--- config.mk ---
export PLATFORM = sky130hd
export DESIGN_NAME = fw_path_loader
export DESIGN_NICKNAME = d
export VERILOG_FILES = /design/src/rtl/fw_pkg.sv /design/src/rtl/fw_path_loader.sv
export SDC_FILE = /design/constraint.sdc
export NUM_CORES = 1
export LEC_CHECK = 0
export CAP_MARGIN = 0
export CORE_ASPECT_RATIO = 0.7
export CORE_MARGIN = 8
export CORE_UTILIZATION = 40
export DETAILED_ROUTE_END_ITERATION = 6
export GPL_ROUTABILITY_DRIVEN = 0
export PLACE_DENSITY = 0.81
export SYNTH_ARGS = -nofsm -noshare
export SYNTH_HDL_FRONTEND = slang
export SYNTH_SLANG_ARGS = --single-unit
--- constraint.sdc ---
create_clock -name clk -period 2 [get_ports clk]
set_input_delay 0.4 -clock clk [delete_from_list [all_inputs] [get_ports clk]]
set_output_delay 0.4 -clock clk [all_outputs]
set_load 0.01 [all_outputs]
--- src/rtl/fw_pkg.sv ---
// Shared floyd_warshall constants and the loader FSM state encoding.
package fw_pkg;
  localparam int FW_N      = 8;
  localparam int FW_WIDTH  = 32;
  localparam int FW_ADDR_W = $clog2(FW_N * FW_N);

  typedef enum logic [2:0] {
    IDLE,
    LOAD,
    DRAIN,
    KICK,
    RUN
  } fw_loader_state_e;
endpackage

--- src/rtl/fw_path_loader.sv ---
// Streams an N*N distance matrix into the path memory, kicks the kernel and waits for it.
// Optional RUN watchdog: define FW_LOADER_TIMEOUT_EN.
module fw_path_loader
  import fw_pkg::*;
#(
  parameter int  WIDTH          = FW_WIDTH,
  parameter int  N              = FW_N,
  parameter int  TIMEOUT_CYCLES = 4096,
  localparam int ADDR_W         = $clog2(N * N)
) (
  input  logic              clk,
  input  logic              rst,
  input  logic              load_req,
  input  logic              in_valid,
  input  logic [WIDTH-1:0]  in_data,
  output logic              in_ready,
  output logic              path_wr_en,
  output logic [ADDR_W-1:0] path_wr_addr,
  output logic [WIDTH-1:0]  path_wr_data,
  output logic              kernel_start,
  input  logic              kernel_done,
  output logic              busy,
  output logic              done,
  output logic              timeout
);
  localparam logic [ADDR_W-1:0] LAST = ADDR_W'(N * N - 1);

  fw_loader_state_e  state;
  logic [ADDR_W-1:0] cnt;
  logic              expire;

  assign in_ready = (state == LOAD);
  assign busy     = (state != IDLE);

`ifdef FW_LOADER_TIMEOUT_EN
  localparam int TW = $clog2(TIMEOUT_CYCLES + 1);
  logic [TW-1:0] run_cnt;

  // KICK counts as the first elapsed cycle, so expiry lands exactly TIMEOUT_CYCLES after KICK
  assign expire = (run_cnt == TW'(TIMEOUT_CYCLES - 1));

  always_ff @(posedge clk or posedge rst) begin
    if (rst) begin
      run_cnt <= '0;
      timeout <= 1'b0;
    end else begin
      if (state == KICK)     run_cnt <= TW'(1);
      else if (state == RUN) run_cnt <= run_cnt + TW'(1);
      if (state == IDLE && load_req)                 timeout <= 1'b0;
      else if (state == RUN && !kernel_done && expire) timeout <= 1'b1;
    end
  end
`else
  assign expire  = 1'b0;
  assign timeout = 1'b0;
`endif

  always_ff @(posedge clk or posedge rst) begin
    if (rst) begin
      state        <= IDLE;
      cnt          <= '0;
      path_wr_en   <= 1'b0;
      path_wr_addr <= '0;
      path_wr_data <= '0;
      kernel_start <= 1'b0;
      done         <= 1'b0;
    end else begin
      path_wr_en   <= 1'b0;
      kernel_start <= 1'b0;
      done         <= 1'b0;
      unique case (state)
        IDLE: if (load_req) begin
          state <= LOAD;
          cnt   <= '0;
        end
        LOAD: if (in_valid) begin
          path_wr_en   <= 1'b1;
          path_wr_addr <= cnt;
          path_wr_data <= in_data;
          cnt          <= cnt + ADDR_W'(1);
          if (cnt == LAST) state <= DRAIN;
        end
        DRAIN: begin
          state        <= KICK;
          kernel_start <= 1'b1;
        end
        KICK: state <= RUN;
        RUN: begin
          if (kernel_done) begin
            state <= IDLE;
            done  <= 1'b1;
          end else if (expire) begin
            state <= IDLE;
          end
        end
        default: state <= IDLE;
      endcase
    end
  end
endmodule

Word level (Yosys, flattened, before mapping)
Index checks and enable logic that the tools add are counted.
- register bits after elaboration: 50
- bits of input ports: 37
- output and inout bits: 44
- word-level logic and storage cells: 36
- $add $sub $neg: 1
- equal/unequal tests: 9
- mux-type cells: 13
- reduce and logical (&&, ||, !) cells: 6
- operator list (cell ; count):
    3-bit case mux with 5 select lines ; 1
    3-bit 2-to-1 mux ; 4
    6-bit 2-to-1 mux ; 2
    6-bit case mux with 2 select lines ; 1
    6-bit by 1-bit adder with 6-bit output, second input constant ; 1
    3-bit by 2-bit == test with 1-bit output, second input constant ; 2
    6-bit == test, second input constant ; 1
    2-bit != test, second input constant ; 3
    1-bit 2-to-1 mux ; 5
    4-bit AND reduction ; 1
    3-bit by 1-bit == test with 1-bit output, second input constant ; 1
    3-bit == test, second input constant ; 1
    3-bit zero test ; 1
    3-bit AND reduction ; 1
    3-bit nonzero test ; 1
    2-bit by 1-bit != test with 1-bit output, second input constant ; 1
    2-bit AND reduction ; 1
    2-bit nonzero test ; 1

Longest topological paths before layout
- word-level depth: 4
- depth in mapped cells: 6
- mapped depth without buffers: 4

Worst setup path after synthesis
No wires, ideal clock.
- path kind: register -> register
- start: register state[0]
- end: register path_wr_data[11]
- library setup time: 0.125 ns
- arrival: 1.336 ns
- data required time: 1.875 ns
- setup slack: 0.539 ns
- cell stages (with the launch flop): 6
- buffers on the path: 3
- period minus slack after synthesis: 1.461 ns
- cells stage by stage: dfrtp_1 buf_2 and4bb_1 buf_4 buf_4 mux2_2
- cells in the longest elaborated chain, start to end: 2
- ends and longest elaborated chain (element ; line ; text):
    from (decl) ; fw_path_loader.sv:28 ; fw_loader_state_e state;
    from (signal assigned) ; fw_path_loader.sv:60 ; state <= IDLE;
    from (signal assigned) ; fw_path_loader.sv:73 ; state <= LOAD;
    from (signal assigned) ; fw_path_loader.sv:81 ; if (cnt == LAST) state <= DRAIN;
    3-bit by 1-bit == test with 1-bit output ; fw_path_loader.sv:71 ; unique case (state)
    2-bit AND reduction (no source line) ; - ;
    to (signal assigned) ; fw_path_loader.sv:79 ; path_wr_data <= in_data;
    to (decl) ; fw_path_loader.sv:19 ; output logic [WIDTH-1:0] path_wr_data,
Every way passes these cells.
A chain may end at the register's enable or synchronous reset.

Worst setup path in the final report
- start: register state[2]
- end: output port in_ready
- cells in the longest elaborated chain, start to end: 1
- ends and longest elaborated chain (element ; line ; text):
    3-bit by 1-bit == test with 1-bit output ; fw_path_loader.sv:32 ; assign in_ready = (state == LOAD);
    to (decl) ; fw_path_loader.sv:16 ; output logic in_ready,
Every way passes these cells.

==> impl_results.md <==
* Initial antenna violation count at 0
* Leakage at 1.24 nW
* Fin Hold WS at 451 ps
* Drt pass-1 iters at 4
* Longest Clk Path Bufs at 2
* Synth top area share at 62.2%
* Core ar. at 4810 um2
* Io pins at 81
* Buffers on Ports at 79
* RR Startpoint: state[1]
* Routed wire per std cell at 15.3 um
* DR vias at 1428
* Max Clk Rate at 520 MHz
* Worst EP required at 1600 ps
* Area of the mapped netlist at 2010 um2
* Fin crit period at 1920 ps
* Post-synthesis instance total at 142
* P&R area growth vs syn at 48.9%
* Crit. End Element: output port
* HP Class: input pin to async pin
* Finish-stage setup viols at 0
* Most frequent cells in the layout: 79 x clkdlybuf4s50_1, 48 x dfrtp_1, 27 x mux2_2
* DPL Wire Length at 3460 um
* R2R cell count at 3
* Worst setup path class: register to output port
* Starting Density at 41.8%
* Yosys warns at 0
* R2R Setup Slk at 410 ps
* Post-synthesis net count at 180
* Final wirelength at 4490 um
* PD cells at 902 nW/um2
* Synth cell types at 31
* Status: completed
* Worst clock skew at 7.06 ps
* TritonCTS clock tree: done
* Post-synth top area cell: dfrtp_1
* Chip height at 75.3 um
* First-pass GRT wire length at 7010 um
* Die ar. at 7590 um2
* Worst Setup EP: in_ready
* CP Launch Type: register
* Worst VDD drop at 0.000511 V
* Die span in x at 101 um
* TritonCTS buffer count at 5
* Syn_area_per_cell at 14.2 um2
* Fin nets at 263
* Routed Antenna Nets at 0
* Fillers at 412
* Reg2reg end: path_wr_data[15]
* Commonest non-fill, non-tap cell in the layout: clkdlybuf4s50_1
* Hold Fails Final Rpt at 0
* Final Slew Violations at 0
* Largest cells by area after synthesis: dfrtp_1 62%, mux2_2 15%, mux2_1 6.2%
* Register area share after synthesis at 62.2%
* Max Cap Viol at 0
* Fin crit share at 96.1%
* Vias in the first global route at 1488
* Clock Tree Root: clkbuf_8
* DR iter-0 viols at 35
* Largest net degree at the start of global routing at 28
* WP data arrival at 1520 ps
* Antenna diodes at 0
* Layout cell share with drive strength beyond 1 at 19.2%
* DRC viols at 0
* Post-route setup TNS at 0 ps
* GRT overflow at 0
* DR vias/cell at 4.87
* Launch point of the critical path: state[2]
* Worst-Skew Late Latency at 290 ps
* Unrepaired setup endpoints after global routing: no
* H-tree Lvls at 2
* Total design power at 0.00270 W
* Worst-path fanout max at 12
* Number of synthesized register bits at 50
* Reg clk slew, reported paths at 80 ps
* Total track usage at 11.8%
* Clk sinks at 50
* Row cnt at 21
worst max-delay path, stage by stage (launching register included):
cell             delay (ps)
dfrtp_2                 490
nor3_1                  180
clkdlybuf4s50_1         560
cells by family (layout without fill, tap and decap cells):
group	after synthesis	in the layout	synth area share (%)
flip-flops	50	50	62.2
multiplexers	40	40	22.3
AND/OR/NAND/NOR	23	23	5.97
AO/OA/AOI/OAI	15	15	5.16
buffers and inverters	12	94	3.61
adder cells (fa/ha/maj)	1	1	0.622
other	1	1	0.186
synth_stat cells:
library cell and count:
nor2b_1 2, nand2b_1 1, buf_6 1, buf_4 5, o41ai_1 1, mux2_2 27
nand4_1 1, nand2_1 6, o22ai_1 2, a2111o_1 1, conb_1 1, and4bb_1 1
a21oi_1 2, nor2_1 5, a2111oi_0 1, and3_1 1, clkbuf_1 2, nand3_1 3
or4b_1 1, a22o_1 1, nor3_1 2, buf_2 1, mux2_1 11, mux2i_1 2
o311ai_1 1, dfrtp_1 50, ha_1 1, inv_1 3, o31ai_1 1, o21ai_0 4
o211ai_1 1
per-stage QoR:
stage / std cells / instance area [um2] / utilization, % / setup WS, ps
after floorplan: 142 / 2010 / - / 399
after global placement: 287 / 2910 / 60.5 / 117
after detailed placement: 287 / 2910 / 60.5 / 77.4
after CTS: 293 / 2990 / 62.2 / 19.0
after global routing: 293 / 3000 / 62.3 / 13.7
final: 293 / 3000 / 62.3 / 77.8
power by group:
part / internal, W / switching (W) / leakage [nW] / total (W)
registers: 0.00120 / 0.000136 / 0.594 / 0.00134
logic: 0.000506 / 0.000301 / 0.597 / 0.000807
clock network: 0.000267 / 0.000288 / 0.0431 / 0.000555
flip-flops by register name (all words and copies together) (netlist names):
name and count:
path_wr_data 32, cnt 6, path_wr_addr 6, state 3, done 1, kernel_start 1
path_wr_en 1
cell type report:
cell class / count / area [um2] / area share (%)
Clock buffer: 6 / 82.6 / 2.76
Tap cell: 69 / 86.3 / 2.88
Sequential cell: 50 / 1250 / 41.9
Multi-Input combinational cell: 80 / 688 / 23.0
Timing Repair Buffer: 85 / 873 / 29.2
Inverter: 3 / 11.3 / 0.376
per-layer routing:
layer	vias up	share of wire, %	track usage (%)
li1	663	-	-
met3	0	14	6.48
met1	708	42	14.6
met5	-	0	0
met4	0	0	2.50
met2	57	43	17.7
worst min path at each step:
stage                  endpoint  slack (ps)  depth (start not counted)
3_5_place_dp   path_wr_data[23]         470                          1
4_1_cts         path_wr_data[7]         470                          2
6_report        path_wr_data[7]         450                          2
2_1_floorplan            cnt[0]         480                          1
3_3_place_gp   path_wr_data[24]         470                          1
5_1_grt         path_wr_data[7]         480                          2
timing repair:
item / 4_1_cts / 5_1_grt
hold buffers: 0 / 0
resized for setup: 0 / 2
buffers inserted: 0 / 0
endpoints found under the setup margin: 0 / 2
Note: power is estimated with default switching activity, not from simulation.
==> RTL edit, RTL diff (config.mk and constraints unchanged) <==
The 5 states of `fw_loader_state_e` get a one-hot encoding in 5 bits.
--- a/src/rtl/fw_pkg.sv
+++ b/src/rtl/fw_pkg.sv
@@ -6,8 +6,8 @@
 
-  typedef enum logic [2:0] {
-    IDLE,
-    LOAD,
-    DRAIN,
-    KICK,
-    RUN
+  typedef enum logic [4:0] {
+    IDLE  = 5'b00001,
+    LOAD  = 5'b00010,
+    DRAIN = 5'b00100,
+    KICK  = 5'b01000,
+    RUN   = 5'b10000
   } fw_loader_state_e;
Behaviour: same outputs for any inputs over 10 cycles, from zero or initial values and one cycle with rst high; not proved beyond that.
==> RTL edit against the unedited design <==
  * Sequential cell count up 2
  * Routed wire length up 15%
  * Global-route usage up 0.43 points
  * First-iteration DRC count up 37%
  * Critical path depth up 1
  * Final area up 12%
  * Core utilization down 2.7 points
  * Via count up 8.3%
  * Setup slack worse by 0.0088 ns
  * Synthesized area up 15%
  * Non-clock buffer count up 5
  * Critical endpoint unchanged
Power is not compared: it rests on default switching activity, and its combinational part moved more than twofold at a synthesized area within 25%.
==> RTL edit: results <==
group,metric,value,unit
drt,dr_wl_met3,422,um
cells_and_area,fill_cells,469,
logic_synthesis,synthMuxAreaShare,24.9,%
cells_and_area,drive_gt1_share,26.8,%
drt,met2_length,2280,um
logic_synthesis,synth_fp_nets,187,
grt,met2_usage,18.2,%
logic_synthesis,synth_xor_area_share,0.379,%
critical_path,crit_family,"simple AND/OR/NAND/NOR gates",
critical_path,r2r_setup_slack,0.10,ns
grt,gr-usage-met1,16.2,%
sta,finalCritPeriodShare,96.5,%
outcome,status,"completed",
drt,detail_route.wl_per_cell,16.5,um
sta,fin_skew,0.00332,ns
critical_path,r2r_start,"state[4]",
grt,grt_pass1_vias,1637,
drt,drt_iter0_drc,48,
drt,wl_met1,2440,um
critical_path,cp_slowest_cell,"or3_4",
critical_path,timing.rr.end,"path_wr_data[17]",
logic_synthesis,yosysSeqAreaShare,56.4,%
critical_path,rr_worst_depth,6,
placement,place_ws,0.0858,ns
logic_synthesis,synthAdderAreaFrac,0.542,%
logic_synthesis,yosys-top-cells-area,"dfrtp_1, mux2_4, buf_8",
critical_path,cp_max_fo,5,
logic_synthesis,synth_common_cells,"dfrtp_1, mux2_4, nor2_1",
grt,grt_pass1_wl,8350,um
clock_network,cts_setup_buffers,1,
grt,track_usage,12.2,%
critical_path,max_stage_delay,0.42,ns
grt,grt_util_met3,5.16,%
clock_network,cts-resized-gates,2,
grt,grt_start_max_net_pins,53,
[RTL edit: cell count changes after synthesis, sizes merged, moves of 2 or more]
cell / unedited run / this run
a221o: 0 / 3
nand3: 3 / 0
o21ai: 4 / 1
or3b: 0 / 2
nor4: 0 / 3
mux2i: 2 / 0
and2: 0 / 3
nand2: 6 / 3
nand3b: 0 / 2
nand4: 1 / 3
[RTL edit: cell type report]
class	instances	share of cell area [%]
flip-flops and latches	52	38.8
multi-input cells	87	27.4
repair buffers	90	27.1
clock buffers	7	2.87
well taps	75	2.79
clock inverters	1	0.894
inverters	2	0.223
[RTL edit: stage by stage]
stage / hold slack [ns] / instances / total power [mW] / area [sq um]
finish: 0.468 / 314 / 4.35 / 3360
global route: 0.481 / 314 / 4.61 / 3360
CTS: 0.472 / 314 / 4.41 / 3360
detailed placement: 0.478 / 305 / 3.62 / 3220
global placement: 0.468 / 305 / 3.59 / 3220
floorplan: 0.481 / 149 / 2.66 / 2310
